## src/rtl/rv32i_pkg.sv

```systemverilog
// -----------------------------------------------------------------------------
// rv32i_pkg
// Shared RV32I definitions for the fetch stage: the opcodes that static
// prediction looks at, the J/B immediate extractors, the canonical NOP word
// and the fetch state encoding.
// -----------------------------------------------------------------------------
package rv32i_pkg;

    localparam logic [6:0]  OP_JAL        = 7'b1101111;
    localparam logic [6:0]  OP_BRANCH     = 7'b1100011;
    // addi x0, x0, 0
    localparam logic [31:0] NOP_INSTR_VAL = 32'h0000_0013;

    typedef enum logic {
        ST_BOOT = 1'b0,
        ST_RUN  = 1'b1
    } fetch_state_e;

    // Sign-extended J-type immediate, byte offset (bit 0 always 0).
    function automatic logic [31:0] imm_j(input logic [31:0] instr);
        return {{11{instr[31]}}, instr[31], instr[19:12], instr[20], instr[30:21], 1'b0};
    endfunction

    // Sign-extended B-type immediate, byte offset (bit 0 always 0).
    function automatic logic [31:0] imm_b(input logic [31:0] instr);
        return {{19{instr[31]}}, instr[31], instr[7], instr[30:25], instr[11:8], 1'b0};
    endfunction

endpackage

```

## src/rtl/instr_fetch_if.sv

```systemverilog
// -----------------------------------------------------------------------------
// instr_fetch_if
// Bundles the fetch stage's instruction-memory read port, the redirect input
// from execute and the fetch->decode valid/ready channel.
//   master : the fetch stage
//   slave  : the environment (memory, execute, decode)
// Handshake: a fetch->decode transfer happens on a rising clk edge where
// if_valid and if_ready are both 1; while if_valid=1 and if_ready=0,
// if_pc/if_instr/if_pred_taken stay stable unless a redirect kills them.
// -----------------------------------------------------------------------------
interface instr_fetch_if;
    logic [31:0] imem_addr;
    logic        imem_renable;
    logic [31:0] imem_rdata;
    logic        redirect_valid;
    logic [31:0] redirect_pc;
    logic        if_ready;
    logic        if_valid;
    logic [31:0] if_pc;
    logic [31:0] if_instr;
    logic        if_pred_taken;

    modport master (
        output imem_addr, imem_renable, if_valid, if_pc, if_instr, if_pred_taken,
        input  imem_rdata, redirect_valid, redirect_pc, if_ready
    );

    modport slave (
        input  imem_addr, imem_renable, if_valid, if_pc, if_instr, if_pred_taken,
        output imem_rdata, redirect_valid, redirect_pc, if_ready
    );
endinterface

```

## src/rtl/fetch_static_pred.sv

```systemverilog
// -----------------------------------------------------------------------------
// fetch_static_pred
// Static next-PC predictor: JAL is always taken, a conditional branch is taken
// when its offset is negative (backward loop). A target whose bit 1 is set is
// not word-aligned and falls back to pc+4, not taken.
// Ports:
//   instr_i  : fetched instruction word
//   pc_i     : PC of instr_i
//   target_o : predicted next PC
//   taken_o  : 1 when target_o is a predicted-taken target
// The module only exists when FETCH_STATIC_PRED_EN is defined, so the default
// build carries no immediate decode logic at all.
// -----------------------------------------------------------------------------
`ifdef FETCH_STATIC_PRED_EN
module fetch_static_pred
    import rv32i_pkg::*;
(
    input  logic [31:0] instr_i,
    input  logic [31:0] pc_i,
    output logic [31:0] target_o,
    output logic        taken_o
);

    logic [31:0] imm;
    logic        hit;
    logic [31:0] sum;

    always_comb begin
        imm = 32'd0;
        hit = 1'b0;
        if (instr_i[6:0] == OP_JAL) begin
            imm = imm_j(instr_i);
            hit = 1'b1;
        end else if (instr_i[6:0] == OP_BRANCH && instr_i[31]) begin
            imm = imm_b(instr_i);
            hit = 1'b1;
        end
        sum = pc_i + imm;
        if (hit && !sum[1]) begin
            target_o = sum;
            taken_o  = 1'b1;
        end else begin
            target_o = pc_i + 32'd4;
            taken_o  = 1'b0;
        end
    end

endmodule
`endif

```

## src/rtl/instr_fetch.sv

```systemverilog
// -----------------------------------------------------------------------------
// instr_fetch
// Instruction fetch stage. Generates the PC stream, drives the instruction
// memory read port and presents each instruction with its PC to decode.
// Optional feature: define FETCH_STATIC_PRED_EN to enable static next-PC
// prediction (JAL and backward branches).
// Parameters:
//   RESET_PC  : first PC fetched after reset
//   NOP_INSTR : value of if_instr while if_valid=0
// Ports:
//   clk, rst    : clock, synchronous active-high reset
//   fetch_if    : memory port, redirect, fetch->decode channel (master side)
//   dbg_state_o : current FSM state
// -----------------------------------------------------------------------------
module instr_fetch
    import rv32i_pkg::*;
#(
    parameter logic [31:0] RESET_PC  = 32'h0000_0000,
    parameter logic [31:0] NOP_INSTR = NOP_INSTR_VAL
) (
    input  logic                 clk,
    input  logic                 rst,
    instr_fetch_if.master        fetch_if,
    output fetch_state_e         dbg_state_o
);

    fetch_state_e state_q, state_d;
    logic [31:0]  pc_q, pc_d;
    logic         inflight_q, inflight_d;
    logic         rst_dly_q;

    logic [31:0]  next_pc;
    logic         pred_raw;
    logic         in_reset;
    logic         valid;

    // The cycle after rst still shows reset values; BOOT issues its read
    // only once that settle cycle has passed.
    assign in_reset = rst | rst_dly_q;

`ifdef FETCH_STATIC_PRED_EN
    fetch_static_pred u_pred (
        .instr_i  (fetch_if.imem_rdata),
        .pc_i     (pc_q),
        .target_o (next_pc),
        .taken_o  (pred_raw)
    );
`else
    assign next_pc  = pc_q + 32'd4;
    assign pred_raw = 1'b0;
`endif

    assign valid       = !in_reset && state_q == ST_RUN && inflight_q && !fetch_if.redirect_valid;
    assign dbg_state_o = state_q;

    // State register
    always_ff @(posedge clk) begin
        rst_dly_q <= rst;
        if (rst) begin
            state_q    <= ST_BOOT;
            pc_q       <= RESET_PC;
            inflight_q <= 1'b0;
        end else begin
            state_q    <= state_d;
            pc_q       <= pc_d;
            inflight_q <= inflight_d;
        end
    end

    // Next-state logic
    always_comb begin
        state_d    = state_q;
        pc_d       = pc_q;
        inflight_d = inflight_q;
        case (state_q)
            ST_BOOT: begin
                if (!rst_dly_q) begin
                    state_d    = ST_RUN;
                    pc_d       = RESET_PC;
                    inflight_d = 1'b1;
                end
            end
            ST_RUN: begin
                if (fetch_if.redirect_valid) begin
                    pc_d       = fetch_if.redirect_pc;
                    inflight_d = 1'b1;
                end else if (!inflight_q) begin
                    // Nothing held: re-issue the read of pc_q.
                    inflight_d = 1'b1;
                end else if (fetch_if.if_ready) begin
                    pc_d = next_pc;
                end
            end
        endcase
    end

    // Output logic
    always_comb begin
        fetch_if.imem_addr     = pc_q;
        fetch_if.imem_renable  = 1'b0;
        fetch_if.if_valid      = valid;
        fetch_if.if_pc         = pc_q;
        fetch_if.if_instr      = valid ? fetch_if.imem_rdata : NOP_INSTR;
        fetch_if.if_pred_taken = valid & pred_raw;
        if (in_reset) begin
            // pc_q may still hold a stale PC while rst is being sampled.
            fetch_if.imem_addr = RESET_PC;
            fetch_if.if_pc     = RESET_PC;
        end else begin
            case (state_q)
                ST_BOOT: begin
                    fetch_if.imem_addr    = RESET_PC;
                    fetch_if.imem_renable = 1'b1;
                end
                ST_RUN: begin
                    if (fetch_if.redirect_valid) begin
                        fetch_if.imem_addr    = fetch_if.redirect_pc;
                        fetch_if.imem_renable = 1'b1;
                    end else if (!inflight_q) begin
                        fetch_if.imem_renable = 1'b1;
                    end else if (fetch_if.if_ready) begin
                        fetch_if.imem_addr    = next_pc;
                        fetch_if.imem_renable = 1'b1;
                    end
                    // Stall: renable stays 0 so memory holds rdata.
                end
            endcase
        end
    end

endmodule

```

## src/flat_wrapper.sv

```systemverilog
// flat-port wrapper written by rule: the top's interface ports become plain ports
module instr_fetch_flat import rv32i_pkg::*;
#(
    parameter logic [31:0] RESET_PC  = 32'h0000_0000,
    parameter logic [31:0] NOP_INSTR = NOP_INSTR_VAL
)
  (clk, rst, dbg_state_o, fetch_if_imem_addr, fetch_if_imem_renable, fetch_if_if_valid, fetch_if_if_pc, fetch_if_if_instr, fetch_if_if_pred_taken, fetch_if_imem_rdata, fetch_if_redirect_valid, fetch_if_redirect_pc, fetch_if_if_ready);
  instr_fetch_if fetch_if_i ();
  input  logic clk;
  input  logic rst;
  output fetch_state_e dbg_state_o;
  output wire logic [$bits(fetch_if_i.imem_addr)-1:0] fetch_if_imem_addr;
  output wire logic [$bits(fetch_if_i.imem_renable)-1:0] fetch_if_imem_renable;
  output wire logic [$bits(fetch_if_i.if_valid)-1:0] fetch_if_if_valid;
  output wire logic [$bits(fetch_if_i.if_pc)-1:0] fetch_if_if_pc;
  output wire logic [$bits(fetch_if_i.if_instr)-1:0] fetch_if_if_instr;
  output wire logic [$bits(fetch_if_i.if_pred_taken)-1:0] fetch_if_if_pred_taken;
  input wire logic [$bits(fetch_if_i.imem_rdata)-1:0] fetch_if_imem_rdata;
  input wire logic [$bits(fetch_if_i.redirect_valid)-1:0] fetch_if_redirect_valid;
  input wire logic [$bits(fetch_if_i.redirect_pc)-1:0] fetch_if_redirect_pc;
  input wire logic [$bits(fetch_if_i.if_ready)-1:0] fetch_if_if_ready;
  assign fetch_if_imem_addr = fetch_if_i.imem_addr;
  assign fetch_if_imem_renable = fetch_if_i.imem_renable;
  assign fetch_if_if_valid = fetch_if_i.if_valid;
  assign fetch_if_if_pc = fetch_if_i.if_pc;
  assign fetch_if_if_instr = fetch_if_i.if_instr;
  assign fetch_if_if_pred_taken = fetch_if_i.if_pred_taken;
  assign fetch_if_i.imem_rdata = fetch_if_imem_rdata;
  assign fetch_if_i.redirect_valid = fetch_if_redirect_valid;
  assign fetch_if_i.redirect_pc = fetch_if_redirect_pc;
  assign fetch_if_i.if_ready = fetch_if_if_ready;
  instr_fetch #(.RESET_PC(RESET_PC), .NOP_INSTR(NOP_INSTR)) u_core (.clk(clk), .rst(rst), .fetch_if(fetch_if_i), .dbg_state_o(dbg_state_o));
endmodule
```

## config.mk

```make
export PLATFORM = sky130hd
export DESIGN_NAME = instr_fetch_flat
export DESIGN_NICKNAME = d
export VERILOG_FILES = /design/src/rtl/rv32i_pkg.sv /design/src/rtl/instr_fetch_if.sv /design/src/rtl/fetch_static_pred.sv /design/src/rtl/instr_fetch.sv /design/src/flat_wrapper.sv
export SDC_FILE = /design/constraint.sdc
export NUM_CORES = 1
export LEC_CHECK = 0
export ABC_AREA = 1
export BUFFER_PORTS_ARGS = -buffer_cell sky130_fd_sc_hd__buf_2
export CAP_MARGIN = 20
export CORE_MARGIN = 1.5
export CORE_UTILIZATION = 30
export CTS_CLUSTER_DIAMETER = 200
export CTS_CLUSTER_SIZE = 16
export DETAILED_ROUTE_END_ITERATION = 10
export PLACE_DENSITY_LB_ADDON = 0.15
export SYNTH_ARGS = -nofsm -noshare
export SYNTH_HDL_FRONTEND = slang
export SYNTH_HIERARCHICAL = 1
export SYNTH_SLANG_ARGS = --single-unit
```

## constraint.sdc

```tcl
create_clock -name clk -period 2.35 [get_ports clk]
set_clock_uncertainty 0.2 [all_clocks]
set_input_delay 0.1175 -clock clk [delete_from_list [all_inputs] [get_ports clk]]
set_output_delay 0.1175 -clock clk [all_outputs]
set_load 0.01 [all_outputs]
```

---- Word level (Yosys, flattened, before mapping) ----
Cells that the tools add are included.
storage, ports and cells
  register bits after elaboration ......... 35
  input port bits ......................... 68
  output and inout bits ................... 100
operators by class
  add/subtract/negate cells ............... 1
  equality and inequality tests ........... 1
  muxes and demuxes ....................... 18
  bitwise gates (word level) .............. 2
  reductions and logical operators ........ 5
operators with widths
  kind                                           number
  two-way mux 32 bit                             7
  one-hot mux 32 bit (2 select lines)            2
  adder 32 x 3 -> 32 bit, second input constant  1
  two-way mux 1 bit                              7
  one-hot mux 1 bit (2 select lines)             2
  logical AND 1 bit                              3
  zero test 1 bit                                2
  != test 2 bit, second input constant           1
  NOT 1 bit                                      1
  bitwise OR 1 bit                               1

---- Longest topological paths before layout ----
Gate-level depths: netlist of run 1.
  word-level depth ........................ 6
  depth in mapped cells ................... 10
  gate-level depth less buffers ........... 10

---- Least setup slack after synthesis of run 1 ----
No wires, ideal clock.
  path kind ............................... reg2out
  start point ............................. register u_core.pc_q[2]
  end point ............................... output fetch_if_imem_addr[12]
  arrival time ............................ 1.459 ns
  data required time ...................... 2.033 ns
  path slack .............................. 0.573 ns
  stages on the path, launching flop included .. 10
  buffers on the path ..................... 0
  cell sequence ........................... dfxtp_1 -> ha_1 -> inv_1 -> nor2_1 -> nand2_1 -> nor2_2 -> nand3_1 -> nand3_1 -> o211ai_1 -> nor2_1
between the ends
  cells in the longest elaborated chain, start to end .. 6
RTL lines
  item                                 line                RTL
  from (decl)                          instr_fetch.sv:28   logic [31:0] pc_q, pc_d;
  from (signal assigned)               instr_fetch.sv:65   pc_q <= pc_d;
  adder 32 x 3 -> 32 bit               instr_fetch.sv:49   assign next_pc = pc_q + 32'd4;
  two-way mux 32 bit                   -
  two-way mux 32 bit                   instr_fetch.sv:119  end else if (!inflight_q) begin
  two-way mux 32 bit                   -
  one-hot mux 32 bit (2 select lines)  instr_fetch.sv:110  case (state_q)
  two-way mux 32 bit                   instr_fetch.sv:105  if (in_reset) begin
  to (decl)                            flat_wrapper.sv:12  output wire logic [$bits(fetch_if_i.imem_addr)-1:0] fetch_if_imem_addr;
No other way between the ends.

---- Worst setup path in the final report of run 1 ----
  start point ............................. register u_core.pc_q[20]
  end point ............................... output fetch_if_imem_addr[29]
Same word-level chain as after synthesis.

==> flow_summary.json, run 1 <==
{
  "status": "finished, final reports clean",
  "yosysWarningCount": 6,
  "diodes": 0,
  "worst_slack_ps": 123,
  "dp_hpwl_um": 8320,
  "syn_to_final_growth_pct": 41.6,
  "io_pins": 168,
  "grt_max_degree": 66,
  "ys_ff_latch": 35,
  "rows": 36,
  "clkLatencyLatePin_ps": 290,
  "via_per_inst": 4.68,
  "wl_met3_um": 662,
  "grt_antenna_before_repair": 0,
  "wl_met2_um": 5400,
  "final_common_cell": "buf_2",
  "final_antenna_net_count": 0,
  "wl_um": 11300,
  "die_h_um": 104,
  "period_needed_ps": 2230,
  "endpoint_kind": "output pin",
  "globalplace.congestion": 0.887,
  "cts_buffer_depth": 2,
  "syn_inst": 572,
  "cts_tree": "yes",
  "wl_per_cell_um": 13.0,
  "rr_endpoint": "u_core/pc_q[10]",
  "cp.required_ps": 2030,
  "final_nets": 806,
  "die_w_um": 104,
  "cp-start-kind": "flip-flop",
  "final_max_slew_viol_count": 0,
  "finalHoldViolCount": 0,
  "grt_pass1_wl_um": 18600,
  "drtPass1Iterations": 5,
  "start_util": 0.311,
  "wirelength_met1_um": 5170,
  "hold_path_depth": 3,
  "clk_pin_slew_worst_paths_ps": 80,
  "slew_headroom": 0.287,
  "drt_iter0_markers": 262,
  "totalNegativeSetupSlack_ps": 0,
  "r2r-start": "u_core/pc_q[2]",
  "crit_path_frequent_cell": "nand2_1",
  "syn_area_sq_um": 3040,
  "post_dp_cell_area_sq_um": 3990,
  "worst_ep_arrival_time_ps": 1910,
  "critPathMaxFanout": 6,
  "critical-path-max-stage-delay_ps": 440,
  "cts_root_buf": "clkbuf_8",
  "syn-num-nets": 641,
  "drc": 0,
  "power_per_cell_area_nw_per_um2": 339,
  "fill_cells": 1122,
  "final_cell_mix": "166 x buf_2, 154 x nor2_1, 107 x nand2_1, 79 x inv_1, 49 x nand3_1",
  "final_cells": 871,
  "yosysTopAreaCell": "dfxtp_1",
  "final_core_util": 0.440,
  "cp_slowest_cell": "dfxtp_1",
  "path_cells": "nand2_1 > nor3_2 > nand3_1 > nand2_1 > nand3_1 > nand2_1 > nor2_1 > buf_2",
  "max_freq_mhz": 449,
  "dp_cells": 850,
  "first_global_vias": 3844,
  "synthTopCellsByArea": "dfxtp_1 23%, nor2_1 20%, nand2_1 14%, inv_1 10%, nand3_1 8.2%",
  "worst_slew_pin_slew_ps": 1070,
  "p_leak_nw": 2.11,
  "criticalPathCategory": "flip-flop to output pin",
  "hold_class": "primary input to flip-flop",
  "drive_above_1_share": 0.314,
  "overflow": 0,
  "vias": 4074,
  "synth-seq-area-share": 0.231,
  "top_layer_used": "met4",
  "cts_setup_buffers": 0,
  "place.port_buffers": 166,
  "grt_usage": 0.207,
  "cp-startpoint": "u_core/pc_q[20]",
  "maxCapViolCount": 0,
  "r2r_setup_slack_ps": 560,
  "cts_buffers": 5,
  "stdcell_area_sq_um": 4300,
  "cts.sink_count": 35,
  "synth_top_area_frac": 0.231,
  "timing.final.crit_share": 0.948,
  "pre_cts_ws_ps": 250,
  "syn_area_per_cell_sq_um": 5.31,
  "core_area_sq_um": 9770,
  "htreeDepth": 2,
  "finalSetupViolCount": 0,
  "r2r_cells": 10,
  "vdd_drop_max_mv": 0.208,
  "fp.dieArea_sq_um": 10700,
  "synthDistinctLibCells": 27,
  "holdPathEnd": "u_core/pc_q[19]",
  "rsz0062_at_grt": "yes",
  "hp-start": "fetch_if_redirect_pc[19]"
}
-- critical path: cells and delay by family, from the launching register on --
family        cells  cell delay [ps]
buf+inv           1              180
flops             1              440
simple gates      7              990
-- power by group --
group	total (mW)	leakage [nW]	switching, mW	internal, mW
Sequential	0.662	0.292	0.0401	0.622
Combinational	0.353	1.77	0.211	0.142
Clock	0.443	0.0477	0.239	0.203
Total	1.46	2.11	0.490	0.967
-- repair_timing --
item / in CTS / in global routing
hold endpoints to repair: 13 / 0
endpoints found under the setup margin: 5 / 27
pin swaps: 1 / 6
hold buffers: 13 / 0
resized for setup: 5 / 33
-- sequential cells by signal (all words and copies together) (netlist names) --
signal / count
u_core/dbg_state_o: 1
u_core/pc_q: 32
u_core/inflight_q: 1
u_core/rst_dly_q: 1
-- metrics by stage --
stage                     power (mW)  hold WS, ps
after CTS                       1.47         9.38
after global placement          1.00          232
after global routing            1.55         4.65
after floorplan                0.862        -54.8
final                           1.46         2.31
after detailed placement        1.01          246
-- cell families (layout without fill, tap and decap cells) --
| family | count (synthesis) | after routing | share of synthesized area |
|---|---|---|---|
| and+or+nand+nor | 360 | 360 | 0.504 |
| buffers and inverters | 111 | 277 | 0.141 |
| AOI/OAI and AO/OA | 63 | 63 | 0.116 |
| DFF | 35 | 35 | 0.231 |
| adders and majority gates | 1 | 1 | 0.00412 |
| other | 1 | 1 | 0.00123 |
| xor gates and xnor gates | 1 | 1 | 0.00288 |
-- cell type report --
class	count	area, sq um	area share
clock buffers	5	68.8	0.0160
inverters	83	312	0.0724
flip-flops and latches	35	721	0.168
clock inverters	3	15.0	0.00349
multi-input cells	426	1990	0.463
well taps	133	166	0.0387
repair buffers	186	1030	0.239
-- layer usage --
metal | vias up | GRT usage
li1 | 2108 | -
met1 | 1834 | 0.260
met2 | 126 | 0.369
met3 | 6 | 0.0403
met4 | 0 | 0.0347
met5 | - | 0
-- worst max path at each step --
stage	slack, ps	to	cells after the start
after floorplan	570	fetch_if_imem_addr[12]	9
after global placement	300	fetch_if_imem_addr[10]	11
after detailed placement	250	fetch_if_imem_addr[10]	11
after CTS	20	fetch_if_imem_addr[26]	10
after global routing	-60	fetch_if_imem_addr[29]	8
final	120	fetch_if_imem_addr[29]	8
-- synthesized netlist by cell type (all sizes together) --
cell / instances
a31oi: 1
ha: 1
nor2: 174
a21oi: 35
nor3: 4
dfxtp: 35
clkbuf: 21
nand3: 52
conb: 1
and2: 1
nand2: 113
buf: 7
or2: 3
o21ai: 14
inv: 83
o211ai: 13
xor2: 1
nand4: 13
Power figures use the tool's default switching activity.
==> run 2: changes to the inputs <==
clock period = 2 ns   (was 2.35 ns; I/O delays follow)
==> run 2 against run 1 <==
Compared with the run above: the flow now finishes with violations (setup timing); combinational power is 47% higher; final cell count is 5.1% higher; sequential share of layout area is 1.7 points lower; die area stayed put; hold slack worse by 0.57 ps; largest cell class unchanged.
==> flow_summary.json, run 2 (synthesis gave the netlist of run 1 again) <==
{
  "diodes": 0,
  "wl_um": 12300,
  "cp.required_ps": 1700,
  "p_leak_nw": 2.46,
  "final_common_cell": "buf_2",
  "largest_register_ffs": 32,
  "sequentialPowerShare": 0.424,
  "drt_iter0_markers": 198,
  "p_int_mw": 1.23,
  "power_per_cell_area_nw_per_um2": 362,
  "post_dp_cell_area_sq_um": 4130,
  "grt_max_degree": 36,
  "r2r_cells": 11,
  "clk_pin_slew_worst_paths_ps": 80,
  "htreeDepth": 2,
  "critPathMaxFanout": 7,
  "start_util": 0.311,
  "place.port_buffers": 166,
  "cp-start-kind": "flip-flop",
  "die_h_um": 104,
  "clkLatencyLatePin_ps": 290,
  "wl_per_cell_um": 13.5,
  "holdWs_ps": 1.74,
  "syn_to_final_growth_pct": 66.3,
  "rsz0062_at_grt": "yes",
  "combPwrFrac": 0.283,
  "stdcell_area_sq_um": 5050,
  "r2r_setup_slack_ps": 40,
  "grt_pass1_wl_um": 19500,
  "pwr-share-clk": 0.293,
  "status": "finished, violations left",
  "finalHoldViolCount": 0,
  "maxCapViolCount": 0,
  "pre_cts_ws_ps": 49.3,
  "use_met1": 0.281,
  "die_w_um": 104,
  "hp-start": "fetch_if_redirect_pc[17]",
  "hold_class": "primary input to flip-flop",
  "grt_usage": 0.217,
  "cp_slowest_cell": "dfxtp_4",
  "worst_ep_arrival_time_ps": 1830,
  "worst_slack_ps": -127,
  "holdPathEnd": "u_core/pc_q[17]",
  "net-switching-power_mw": 0.604,
  "io_pins": 168,
  "criticalPathCategory": "flip-flop to output pin",
  "rows": 36,
  "vias": 4362,
  "fp.dieArea_sq_um": 10700,
  "violations": "setup timing",
  "period_needed_ps": 2130,
  "regMostFlops": "u_core/pc_q",
  "cts_root_buf": "clkbuf_8",
  "max_freq_mhz": 470,
  "rr_endpoint": "u_core/pc_q[25]",
  "dp_hpwl_um": 8790,
  "grt-busiest-layer": "met2",
  "final_nets": 851,
  "overflow": 0,
  "swShare": 0.330,
  "vdd_drop_max_mv": 0.198,
  "finalSetupViolCount": 14,
  "r2r-start": "u_core/pc_q[9]",
  "timing.final.crit_share": 1.06,
  "grt_antenna_before_repair": 0,
  "globalplace.congestion": 0.901,
  "final_cell_mix": "166 x buf_2, 142 x nor2_1, 87 x nand2_1, 71 x inv_1, 45 x buf_4",
  "hold_path_depth": 5,
  "path_cells": "nand2_2 > nor2_4 > nand2_2 > nor2_4 > nand4_1 > nand3_2 > nand2_2 > nor2_1 > buf_2",
  "via_per_inst": 4.77,
  "first_global_vias": 4045,
  "drc": 0,
  "final_max_slew_viol_count": 0,
  "cts.sink_count": 35,
  "core_area_sq_um": 9770,
  "grtUsageMet3": 0.0390,
  "cts_tree": "yes",
  "cts_buffer_depth": 2,
  "critical-path-max-stage-delay_ps": 390,
  "drive_above_1_share": 0.454,
  "final_antenna_net_count": 0,
  "drtPass1Iterations": 4,
  "crit_path_frequent_cell": "nand2_2",
  "met2_usage": 0.370,
  "endpoint_kind": "output pin",
  "cts_buffers": 5
}
[run 2: worst max-delay path, delay by kind of cell, from the launching register on]
| kind | cells | cell delay, ps |
|---|---|---|
| DFF | 1 | 390 |
| buffers and inverters | 1 | 140 |
| and+or+nand+nor | 8 | 1000 |
[run 2: routing by layer]
layer  routed length [um]  share of wire
met5                    0              0
met4                  214          0.017
met3                  658          0.053
met2                 6000           0.49
met1                 5450           0.44
[run 2: final cells by class]
| cell class | count | area [sq um] |
|---|---|---|
| Clock buffer | 6 | 82.6 |
| Clock inverter | 1 | 5.00 |
| Fill cell | 1026 | 4730 |
| Inverter | 83 | 320 |
| Multi-Input combinational cell | 426 | 2320 |
| Sequential cell | 35 | 761 |
| Tap cell | 133 | 166 |
| Timing Repair Buffer | 230 | 1390 |
| Timing Repair inverter | 1 | 7.51 |
[run 2: worst max-delay path by stage]
stage                                   endpoint  depth (start not counted)  slack, ps           start
after floorplan           fetch_if_imem_addr[12]                          9        240  u_core/pc_q[2]
after global placement    fetch_if_imem_addr[13]                         10         70  u_core/pc_q[2]
after detailed placement  fetch_if_imem_addr[13]                         10         50  u_core/pc_q[2]
after CTS                 fetch_if_imem_addr[10]                         11       -110  u_core/pc_q[2]
after global routing      fetch_if_imem_addr[28]                          9       -250  u_core/pc_q[9]
final                     fetch_if_imem_addr[25]                          9       -130  u_core/pc_q[9]
[run 2: power by group through the flow]
stage	logic [mW]	clock network (mW)	registers (mW)
final	0.518	0.536	0.776
after global routing	0.573	0.575	0.781
after CTS	0.471	0.550	0.772
after detailed placement	0.427	0	0.783
after global placement	0.425	0	0.782
after floorplan	0.235	0	0.777
[run 2: metrics by stage]
step           utilization  TNS, ps  power [mW]  cells
2_1_floorplan            -        0        1.01    572
3_3_place_gp         0.422        0        1.21    867
3_5_place_dp         0.422        0        1.21    867
4_1_cts              0.472    -1250        1.79    895
5_1_grt              0.517    -3550        1.93    915
6_report             0.517     -809        1.83    915
[run 2: repair_timing]
| item | CTS | global route |
|---|---|---|
| gates cloned | 0 | 1 |
| hold buffers | 12 | 0 |
| resized for setup | 72 | 94 |
| pin swaps | 23 | 48 |
| buffers inserted | 9 | 19 |
| hold endpoints to repair | 12 | 0 |
| endpoints found under the setup margin | 62 | 47 |
==> run 3: changes to the inputs <==
clock period = 2.75 ns   (was 2 ns; I/O delays follow)
==> run 3 against run 2 <==
Compared with the run above: the run now ends clean; largest cell class unchanged; critical endpoint is now fetch_if_imem_addr[10]; first-iteration DRC count is 14% higher; final area down 16%; via count decreased by 6.0%; clock-buffer cell count did not move.
==> flow_summary.json, run 3 (synthesis gave the netlist of run 1 again) <==
{
  "cts_buffers": 5,
  "grt_antenna_before_repair": 0,
  "power_per_cell_area_nw_per_um2": 322,
  "globalplace.congestion": 0.867,
  "wl_um": 11300,
  "timing.final.crit_share": 0.878,
  "maxCapViolCount": 0,
  "diodes": 0,
  "p_leak_nw": 2.10,
  "totalNegativeSetupSlack_ps": 0,
  "pre_cts_ws_ps": 654,
  "overflow": 0,
  "fp.dieArea_sq_um": 10700,
  "hold_path_depth": 3,
  "clk_pin_slew_worst_paths_ps": 70,
  "path_buf_inv": 3,
  "stdcell_area_sq_um": 4240,
  "finalSetupViolCount": 0,
  "slew_headroom": 0.470,
  "worst-path-stages": 11,
  "cp-start-kind": "flip-flop",
  "vdd_drop_max_mv": 0.182,
  "final_max_slew_viol_count": 0,
  "drt_iter0_markers": 226,
  "wl_per_cell_um": 12.9,
  "die_w_um": 104,
  "finalHoldViolCount": 0,
  "cp.required_ps": 2410,
  "criticalPathCategory": "flip-flop to output pin",
  "critPathMaxFanout": 6,
  "post_dp_cell_area_sq_um": 3990,
  "period_needed_ps": 2420,
  "final_common_cell": "buf_2",
  "critical-path-max-stage-delay_ps": 430,
  "cp_slowest_cell": "dfxtp_1",
  "rsz0062_at_grt": "no",
  "core_area_sq_um": 9770,
  "cts_root_buf": "clkbuf_8",
  "fill_cells": 1142,
  "drc": 0,
  "path_cells": "ha_1 > inv_1 > nor2_1 > nand2_1 > nor2_2 > inv_1 > o21ai_0 > nand3_1 > nand2_1 > nor2_1 > buf_2",
  "via_per_inst": 4.70,
  "first_global_vias": 3851,
  "max_freq_mhz": 414,
  "dp_hpwl_um": 8460,
  "holdWs_ps": 0.117,
  "die_h_um": 104,
  "regMostFlops": "u_core/pc_q",
  "grt_pass1_wl_um": 18600,
  "syn_to_final_growth_pct": 39.7,
  "status": "finished, final reports clean",
  "vias": 4100,
  "drtPass1Iterations": 5,
  "hold_class": "primary input to flip-flop",
  "final_cell_mix": "166 x buf_2, 162 x nor2_1, 111 x nand2_1, 81 x inv_1, 50 x nand3_1",
  "endpoint_kind": "output pin",
  "worst_slack_ps": 334,
  "cts.sink_count": 35,
  "cts_setup_buffers": 0,
  "grt_usage": 0.207,
  "crit_family": "simple AND/OR/NAND/NOR gates",
  "final_antenna_net_count": 0,
  "r2r_cells": 10,
  "cp-startpoint": "u_core/pc_q[2]",
  "drive_above_1_share": 0.277,
  "grt_max_degree": 52,
  "clkLatencyLatePin_ps": 290,
  "place.port_buffers": 166,
  "htreeDepth": 2,
  "io_pins": 168,
  "final_nets": 807,
  "worst_ep_arrival_time_ps": 2080,
  "r2r-start": "u_core/pc_q[2]",
  "rows": 36,
  "largest_register_ffs": 32,
  "cts_tree": "yes",
  "worst_slew_pin_slew_ps": 794,
  "cts_buffer_depth": 2,
  "start_util": 0.311,
  "total_power_mw": 1.37,
  "hp-start": "fetch_if_redirect_pc[6]"
}
[run 3: timing repair]
action / CTS / global route
endpoints found under the setup margin: 0 / 0
resized for setup: 0 / 0
hold endpoints to repair: 13 / 0
hold buffers: 13 / 0
[run 3: final cells by class]
cell class	instances	area, sq um	share of cell area
inverters	83	312	0.0735
multi-input cells	426	1910	0.451
repair buffers	187	1030	0.244
well taps	133	166	0.0392
flip-flops and latches	35	701	0.165
clock buffers	6	82.6	0.0195
clock inverters	2	35.0	0.00826
[run 3: final timing paths]
check,slack (ps),to
worst max-delay path,330,fetch_if_imem_addr[10]
worst min-delay path,0.1,u_core/pc_q[6]
worst max register to register,790,u_core/pc_q[10]
worst min register to register,270,u_core/pc_q[0]
[run 3: per-layer routing]
| layer | global-route usage | share of wire |
|---|---|---|
| met1 | 0.262 | 0.45 |
| met2 | 0.365 | 0.47 |
| met3 | 0.0315 | 0.057 |
| met4 | 0.0565 | 0.015 |
| met5 | 0 | 0 |
[run 3: stage by stage]
step	util	cells
2_1_floorplan	-	572
3_3_place_gp	0.409	851
5_1_grt	0.434	872
6_report	0.434	872
3_5_place_dp	0.409	851
4_1_cts	0.434	872
[run 3: report_power, final]
part	internal (mW)	leakage, nW	switching (mW)
Combinational	0.122	1.75	0.180
Clock	0.294	0.0612	0.208
Sequential	0.531	0.286	0.0322
[run 3: worst reg2reg max path, stage by stage, from the launching register on]
cell     delay (ps)
dfxtp_1         430
ha_1            210
inv_1            80
nor2_1          170
nand2_1         140
nor2_2          170
inv_1            70
o21ai_0         140
nand3_1          90
nand2_1          80
a21oi_1          60
